**src/rtl/wb_arb_pkg.sv**
```systemverilog
// wb_arb_pkg
// Shared definitions for the round-robin Wishbone arbiter:
//   - arb_state_t : arbiter FSM states (IDLE, BUSY, ABORT)
//   - CTI_*       : Wishbone B3 cycle-type encodings used by masters
//   - rr_pick()   : reference round-robin pick over up to MAX_MASTERS requesters,
//                   returning a one-hot grant (zero when nothing requests)
package wb_arb_pkg;

    typedef enum logic [1:0] {
        IDLE  = 2'd0,
        BUSY  = 2'd1,
        ABORT = 2'd2
    } arb_state_t;

    localparam logic [2:0] CTI_CLASSIC = 3'b000;
    localparam logic [2:0] CTI_INCR    = 3'b010;
    localparam logic [2:0] CTI_EOB     = 3'b111;

    localparam int MAX_MASTERS = 8;

    // Search upward from ptr+1 with wrap-around over the first n requesters.
    function automatic logic [MAX_MASTERS-1:0] rr_pick(
        input logic [MAX_MASTERS-1:0] req,
        input int                     ptr,
        input int                     n
    );
        logic [MAX_MASTERS-1:0] gnt;
        logic                   found;
        int                     c;
        gnt   = '0;
        found = 1'b0;
        for (int i = 1; i <= MAX_MASTERS; i++) begin
            if (i <= n && !found) begin
                c = (ptr + i) % n;
                if (req[c]) begin
                    gnt[c] = 1'b1;
                    found  = 1'b1;
                end
            end
        end
        return gnt;
    endfunction

endpackage

```
**src/rtl/rr_arb_pick.sv**
```systemverilog
// rr_arb_pick
// Combinational round-robin picker: rotates the request vector so that the
// entry after ptr lands at bit 0, takes the lowest set bit, and rotates the
// one-hot result back. Output is zero when no request is set.
// Ports:
//   req   in  WIDTH  request vector
//   ptr   in  PTR_W  index of the last owner (lowest priority)
//   grant out WIDTH  one-hot pick
module rr_arb_pick #(
    parameter int WIDTH = 3,
    parameter int PTR_W = $clog2(WIDTH)
) (
    input  logic [WIDTH-1:0] req,
    input  logic [PTR_W-1:0] ptr,
    output logic [WIDTH-1:0] grant
);

    logic [2*WIDTH-1:0] req2;
    logic [2*WIDTH-1:0] oh2;
    logic [WIDTH-1:0]   rot;
    logic [WIDTH-1:0]   first;
    int                 shamt;

    always_comb begin
        // Rotation amount is ptr+1, reduced into 0..WIDTH-1.
        shamt = int'(ptr) + 1;
        if (shamt >= WIDTH) begin
            shamt = shamt - WIDTH;
        end
        req2  = {req, req};
        rot   = req2[shamt +: WIDTH];
        first = rot & (~rot + WIDTH'(1));
        oh2   = {first, first};
        grant = oh2[(WIDTH - shamt) +: WIDTH];
    end

endmodule

```
**src/rtl/wb_rr_arbiter_ct.sv**
```systemverilog
// wb_rr_arbiter_ct
// Round-robin Wishbone B3 arbiter sharing one slave port among MASTERS masters.
// A grant covers a whole bus cycle (held while the owner keeps cyc high), so
// bursts and read-modify-write sequences are never interleaved. Grant is
// registered; the address/data/control mux toward the slave is combinational.
//
// Optional feature macro: WB_ARB_TIMEOUT_EN
//   When defined, a watchdog terminates a strobe left unanswered for
//   TIMEOUT_CYCLES cycles with an error to the owner and an ABORT state that
//   keeps the slave cycle closed until the owner releases cyc.
//
// Ports:
//   clk, rst_n                      clock, asynchronous active-low reset
//   m_adr_i/m_dat_i/m_sel_i         per-master address/write data/byte select (master k at slice k)
//   m_we_i/m_cyc_i/m_stb_i          per-master control
//   m_cti_i/m_bte_i                 per-master cycle/burst type
//   m_ack_o/m_err_o/m_rty_o         per-master responses (owner bit only)
//   m_dat_o                         read data broadcast to all masters
//   s_*_o                           slave-side request signals from the owner
//   s_ack_i/s_err_i/s_rty_i/s_dat_i slave responses
//   grant_o                         one-hot current owner, zero when idle
module wb_rr_arbiter_ct
    import wb_arb_pkg::*;
#(
    parameter int MASTERS        = 3,
    parameter int ADDR_WIDTH     = 32,
    parameter int DATA_WIDTH     = 32,
    parameter int TIMEOUT_CYCLES = 255
) (
    input  logic                          clk,
    input  logic                          rst_n,
    input  logic [MASTERS*ADDR_WIDTH-1:0] m_adr_i,
    input  logic [MASTERS*DATA_WIDTH-1:0] m_dat_i,
    input  logic [MASTERS*DATA_WIDTH/8-1:0] m_sel_i,
    input  logic [MASTERS-1:0]            m_we_i,
    input  logic [MASTERS-1:0]            m_cyc_i,
    input  logic [MASTERS-1:0]            m_stb_i,
    input  logic [MASTERS*3-1:0]          m_cti_i,
    input  logic [MASTERS*2-1:0]          m_bte_i,
    output logic [MASTERS-1:0]            m_ack_o,
    output logic [MASTERS-1:0]            m_err_o,
    output logic [MASTERS-1:0]            m_rty_o,
    output logic [DATA_WIDTH-1:0]         m_dat_o,
    output logic [ADDR_WIDTH-1:0]         s_adr_o,
    output logic [DATA_WIDTH-1:0]         s_dat_o,
    output logic [DATA_WIDTH/8-1:0]       s_sel_o,
    output logic                          s_we_o,
    output logic                          s_cyc_o,
    output logic                          s_stb_o,
    output logic [2:0]                    s_cti_o,
    output logic [1:0]                    s_bte_o,
    input  logic                          s_ack_i,
    input  logic                          s_err_i,
    input  logic                          s_rty_i,
    input  logic [DATA_WIDTH-1:0]         s_dat_i,
    output logic [MASTERS-1:0]            grant_o
);

    localparam int SEL_W = DATA_WIDTH / 8;
    localparam int PTR_W = $clog2(MASTERS);

    if (MASTERS < 2 || MASTERS > MAX_MASTERS) begin : g_bad_masters
        $error("wb_rr_arbiter_ct: MASTERS must be in 2..8");
    end
    if (DATA_WIDTH % 8 != 0) begin : g_bad_width
        $error("wb_rr_arbiter_ct: DATA_WIDTH must be a multiple of 8");
    end
    if (TIMEOUT_CYCLES < 1 || TIMEOUT_CYCLES > 255) begin : g_bad_timeout
        $error("wb_rr_arbiter_ct: TIMEOUT_CYCLES must fit the 8-bit watchdog");
    end

    arb_state_t         state_q, state_d;
    logic [MASTERS-1:0] grant_q, grant_d;
    logic [PTR_W-1:0]   ptr_q, ptr_d;
    logic [MASTERS-1:0] pick;
    logic [PTR_W-1:0]   owner_idx;
    logic               owner_cyc;
    logic               owner_stb;
    logic               bus_live;
    logic               timeout_hit;

    logic [ADDR_WIDTH-1:0] mux_adr;
    logic [DATA_WIDTH-1:0] mux_dat;
    logic [SEL_W-1:0]      mux_sel;
    logic [2:0]            mux_cti;
    logic [1:0]            mux_bte;

    rr_arb_pick #(
        .WIDTH (MASTERS),
        .PTR_W (PTR_W)
    ) u_pick (
        .req   (m_cyc_i),
        .ptr   (ptr_q),
        .grant (pick)
    );

    // Owner index and AND-OR datapath mux; everything is zero while no grant is held.
    always_comb begin
        owner_idx = '0;
        mux_adr   = '0;
        mux_dat   = '0;
        mux_sel   = '0;
        mux_cti   = '0;
        mux_bte   = '0;
        for (int k = 0; k < MASTERS; k++) begin
            if (grant_q[k]) begin
                owner_idx = PTR_W'(k);
                mux_adr   = mux_adr | m_adr_i[k*ADDR_WIDTH +: ADDR_WIDTH];
                mux_dat   = mux_dat | m_dat_i[k*DATA_WIDTH +: DATA_WIDTH];
                mux_sel   = mux_sel | m_sel_i[k*SEL_W +: SEL_W];
                mux_cti   = mux_cti | m_cti_i[k*3 +: 3];
                mux_bte   = mux_bte | m_bte_i[k*2 +: 2];
            end
        end
    end

    assign owner_cyc = |(m_cyc_i & grant_q);
    assign owner_stb = |(m_stb_i & grant_q);

`ifdef WB_ARB_TIMEOUT_EN
    logic [7:0] wd_cnt;

    assign timeout_hit = (state_q == BUSY) && (wd_cnt == 8'(TIMEOUT_CYCLES));

    // Watchdog counts consecutive strobe cycles with no slave response.
    always_ff @(posedge clk or negedge rst_n) begin
        if (!rst_n) begin
            wd_cnt <= '0;
        end else if (s_ack_i || s_err_i || s_rty_i || !s_stb_o) begin
            wd_cnt <= '0;
        end else begin
            wd_cnt <= wd_cnt + 8'd1;
        end
    end
`else
    assign timeout_hit = 1'b0;
`endif

    // The slave cycle is open only in BUSY, and is cut in the cycle the watchdog fires.
    assign bus_live = (state_q == BUSY) && !timeout_hit;

    assign s_adr_o = mux_adr;
    assign s_dat_o = mux_dat;
    assign s_sel_o = mux_sel;
    assign s_cti_o = mux_cti;
    assign s_bte_o = mux_bte;
    assign s_we_o  = |(m_we_i & grant_q);
    assign s_cyc_o = bus_live & owner_cyc;
    assign s_stb_o = bus_live & owner_cyc & owner_stb;

    assign m_ack_o = grant_q & {MASTERS{s_ack_i & s_stb_o}};
    assign m_err_o = grant_q & {MASTERS{(s_err_i & s_stb_o) | timeout_hit}};
    assign m_rty_o = grant_q & {MASTERS{s_rty_i & s_stb_o}};
    assign m_dat_o = s_dat_i;
    assign grant_o = grant_q;

    always_ff @(posedge clk or negedge rst_n) begin
        if (!rst_n) begin
            state_q <= IDLE;
            grant_q <= '0;
            ptr_q   <= PTR_W'(MASTERS - 1);
        end else begin
            state_q <= state_d;
            grant_q <= grant_d;
            ptr_q   <= ptr_d;
        end
    end

    // Releasing the bus records the owner as the new lowest-priority master.
    always_comb begin
        state_d = state_q;
        grant_d = grant_q;
        ptr_d   = ptr_q;
        case (state_q)
            IDLE: begin
                if (|m_cyc_i) begin
                    grant_d = pick;
                    state_d = BUSY;
                end
            end
            BUSY: begin
                if (timeout_hit) begin
                    state_d = ABORT;
                end else if (!owner_cyc) begin
                    state_d = IDLE;
                    grant_d = '0;
                    ptr_d   = owner_idx;
                end
            end
`ifdef WB_ARB_TIMEOUT_EN
            ABORT: begin
                if (!owner_cyc) begin
                    state_d = IDLE;
                    grant_d = '0;
                    ptr_d   = owner_idx;
                end
            end
`endif
            default: begin
                state_d = IDLE;
                grant_d = '0;
            end
        endcase
    end

endmodule

```
**config.mk**
```make
export PLATFORM = sky130hd
export DESIGN_NAME = wb_rr_arbiter_ct
export DESIGN_NICKNAME = d
export VERILOG_FILES = /design/src/rtl/wb_arb_pkg.sv /design/src/rtl/rr_arb_pick.sv /design/src/rtl/wb_rr_arbiter_ct.sv
export SDC_FILE = /design/constraint.sdc
export NUM_CORES = 1
export LEC_CHECK = 0
export CORE_AREA = 3 3 148 150
export CTS_BUF_LIST = sky130_fd_sc_hd__clkbuf_16
export DETAILED_ROUTE_END_ITERATION = 16
export DIE_AREA = 0 0 151 153
export PLACE_DENSITY = 0.54
export SYNTH_ARGS = -nofsm -noshare
export SYNTH_HDL_FRONTEND = slang
export SYNTH_HIERARCHICAL = 1
export SYNTH_SLANG_ARGS = --single-unit
```
**constraint.sdc**
```tcl
create_clock -name clk -period 2.1 [get_ports clk]
set_input_delay 0.42 -clock clk [delete_from_list [all_inputs] [get_ports clk]]
set_output_delay 0.42 -clock clk [all_outputs]
set_load 0.05 [all_outputs]
```
==> impl_metrics.yaml <==
yosys:
  synthCells: 284
  yosysSeqAreaShare: 0.07423
  syn-mean-instance-area_um2: 7.181
  synth.distinct_cells: 39
  syn_area_um2: 2039
  yosys_warnings: 6
  ys_seq_elements: 6
  syn_nets: 553
detailed_routing:
  avgViaCountPerCell: 4.306
  wl_per_cell_um: 19.44
  vias: 3725
  drtIter0Drc: 470
  routed_wl_mm: 16.82
  drc_errors: 0
  firstDrtPassIters: 7
  postRouteAntennaNets: 0
setup_path:
  worstPathCellList: "a222oi_1, buf_4, nor2_4, and3_4, buf_12"
  slowest_stage: "dfrtp_4"
  setup.worst_path.start_class: "flip-flop"
  worstPathArrival_ns: 1.76
  worst_path_largest_cell_delay_ns: 0.53
  rr_startpoint: "ptr_q[1]$_DFFE_PN1P_"
  crit_type: "reg -> out"
  worst-path-max-fanout: 6
  end_kind: "output pin"
  critPathRequiredTime_ns: 1.68
  timing.rr.end: "grant_o[2]$_DFFE_PN0P_"
  rrSetupSlack_ns: 0.11
  crit_family: "flip-flops"
  worst_r2r_path_depth: 6
  critPathBufInv: 2
placed_design:
  routabilityCongestion: 0.8002
  place_hpwl_mm: 12.90
  placed_area_um2: 6401
  numPortBuffers: 320
  pre_cts_slack_ns: -0.2583
floorplan:
  fp.dieW_um: 151
  core_um2: 20820
  ios: 385
  initial_utilization: 0.09794
  rows: 53
  die_area_um2: 23100
  die_h_um: 153
timing:
  finalCritPeriodShare: 1.040
  setup_viol: 25
  fin_skew_ns: 0.0007329
  rsz0062_at_grt: "yes"
  whs_ns: 0.4563
  finalHoldViolCount: 0
  worstMarginPinSlew_ns: 0.4434
  max_freq_mhz: 457.8
  slew_headroom: 0.7044
  drv_slew: 0
  period_needed_ns: 2.185
  setup_slack_ns: -0.08450
grt:
  grt_max_degree: 36
  grt_pass1_vias: 3616
  grt.total_usage: 0.1177
  antenna_found_initial: 2
  grt-ovfl-total: 0
  grt_pass1_wl_mm: 21.15
clock_tree:
  clock_latency_ns: 0.23
  path_clk_slew_ns: 0.03
  clockBufferDepth: 2
  cts_sinks: 6
  cts_hold_buf: 0
  cts_tree: "built"
  cts_buffers: 3
  clock-root-buffer: "clkbuf_16"
  h-tree-depth: 1
cells_and_area:
  drive_above_1_share: 0.2814
  nets: 860
  utilization: 0.3302
  final_area_um2: 6875
  area_growth_pct: 237.1
  fill_cells: 2173
  multi_input_area_um2: 1304
  seq_area_um2: 157.7
  antenna_cells: 0
power:
  ir_worst_vdd_mv: 0.6196
  combPwrFrac: 0.946
  p_total_w: 0.01073
  p_int_w: 0.005252
  power_density_nw_per_um2: 1560
  p_sw_frac: 0.5104
  switchingPower_w: 0.005475
  clock_power_share: 0.029
  p_seq_frac: 0.025
  cellLeakagePower_nw: 3.078
worst_hold_path:
  hold_path_class: "in -> async"
run:
  cap_violations: 0
status:
  violations: "negative setup slack"
  status: "finished, violations left"
worst max-delay path by stage:
stage,end,from,slack (ns),depth (start not counted)
2_1_floorplan,m_ack_o[0],grant_o[0]$_DFFE_PN0P_,-0.12,4
3_3_place_gp,m_rty_o[0],m_stb_i[2],-0.25,6
3_5_place_dp,m_ack_o[1],m_stb_i[2],-0.26,6
4_1_cts,m_rty_o[0],grant_o[0]$_DFFE_PN0P_,-0.12,5
5_1_grt,m_ack_o[0],grant_o[1]$_DFFE_PN0P_,-0.18,6
6_report,m_rty_o[0],grant_o[2]$_DFFE_PN0P_,-0.08,5
cells in the final DEF (no fill, tap or decap), types with 2 or more instances in the layout:
cell type	n
and2_1	3
nor2_4	3
a211oi_1	2
a21oi_1	4
buf_4	20
dlymetal6s2s_1	3
mux2_2	2
a222oi_1	76
buf_16	3
dfrtp_1	2
nor2b_1	2
mux2i_1	2
inv_2	6
ha_1	3
nor3b_1	2
dlygate4sd2_1	5
nand2_1	5
buf_12	94
and3_4	9
dfrtp_2	2
clkdlybuf4s50_1	224
nor2_1	2
nand2b_1	2
a22o_1	3
inv_1	71
clkbuf_16	10
buf_6	6
o211ai_2	2
state kept, by name, summed over array words and instances, names as in the netlist:
name	flops
grant_o	3
ptr_q	2
state_q	1
synthesized netlist by cell type, drive strengths merged:
| library cell | n | area, µm² |
|---|---|---|
| a21o | 1 | 7.510 |
| ha | 4 | 50.05 |
| o21ai | 1 | 5.000 |
| and3 | 9 | 56.30 |
| inv | 77 | 289.0 |
| a211oi | 2 | 15.01 |
| a22o | 3 | 26.28 |
| and4 | 1 | 8.760 |
| o211a | 1 | 10.01 |
| mux2i | 2 | 20.02 |
| a221o | 1 | 10.01 |
| nand4 | 1 | 6.260 |
| and2 | 3 | 18.77 |
| nor3 | 2 | 10.01 |
| nor4 | 1 | 6.260 |
| nor2b | 2 | 12.51 |
| o21bai | 1 | 7.510 |
| a222oi | 76 | 760.7 |
| clkinv | 1 | 3.750 |
| a32o | 1 | 10.01 |
| dfstp | 1 | 26.28 |
| nand3 | 1 | 5.000 |
| a21boi | 2 | 26.28 |
| o211ai | 2 | 25.02 |
| dfrtp | 5 | 125.1 |
| nor2 | 4 | 15.01 |
| buf | 40 | 287.8 |
| nor3b | 2 | 15.01 |
| clkbuf | 22 | 82.58 |
| nand2b | 3 | 21.27 |
| a21oi | 4 | 20.02 |
| mux2 | 3 | 37.53 |
| nand2 | 5 | 18.77 |
final cells by class:
class / count / share of cell area
Inverter: 78 / 0.04295
Clock inverter: 1 / 0.0005460
Clock buffer: 3 / 0.01092
Tap cell: 275 / 0.05005
Multi-Input combinational cell: 139 / 0.1896
Sequential cell: 6 / 0.02293
Timing Repair Buffer: 363 / 0.6830
power groups by stage:
stage / Clock, W / Combinational, W / Sequential, W
floorplan: 0 / 0.00471 / 0.000255
global route: 0.000328 / 0.0106 / 0.000279
global placement: 0 / 0.00944 / 0.000309
finish: 0.000313 / 0.0101 / 0.000265
detailed placement: 0 / 0.00943 / 0.000308
CTS: 0.000321 / 0.00958 / 0.000301
metal layers:
layer  GRT usage  part of all wire
met3     0.03943              0.11
met5           0            0.0016
met1      0.1324              0.36
met2      0.2116              0.51
met4     0.02936             0.021
what timing repair did:
item | 4_1_cts | 5_1_grt
setup buffers | 5 | 8
endpoints found under the setup margin | 37 | 54
cloned | 1 | 7
pin swaps | 11 | 54
gates resized for setup | 12 | 19
cell families (layout without fill, tap and decap cells):
| kind of cell | Yosys count | after routing | share of synthesized area |
|---|---|---|---|
| adder cells (fa/ha/maj) | 4 | 4 | 0.02454 |
| multiplexers | 5 | 5 | 0.02822 |
| AO/OA/AOI/OAI | 95 | 95 | 0.4528 |
| AND/OR/NAND/NOR | 34 | 35 | 0.09509 |
| buffers and inverters | 140 | 445 | 0.3252 |
| flip-flops | 6 | 6 | 0.07424 |
through the flow:
| step | instances | TNS [ns] |
|---|---|---|
| final | 865 | -1.308 |
| after global routing | 865 | -5.461 |
| after CTS | 850 | -1.481 |
| after detailed placement | 840 | -2.690 |
| after global placement | 840 | -2.629 |
| after floorplan | 284 | -1.126 |
Power figures use the tool's default switching activity.
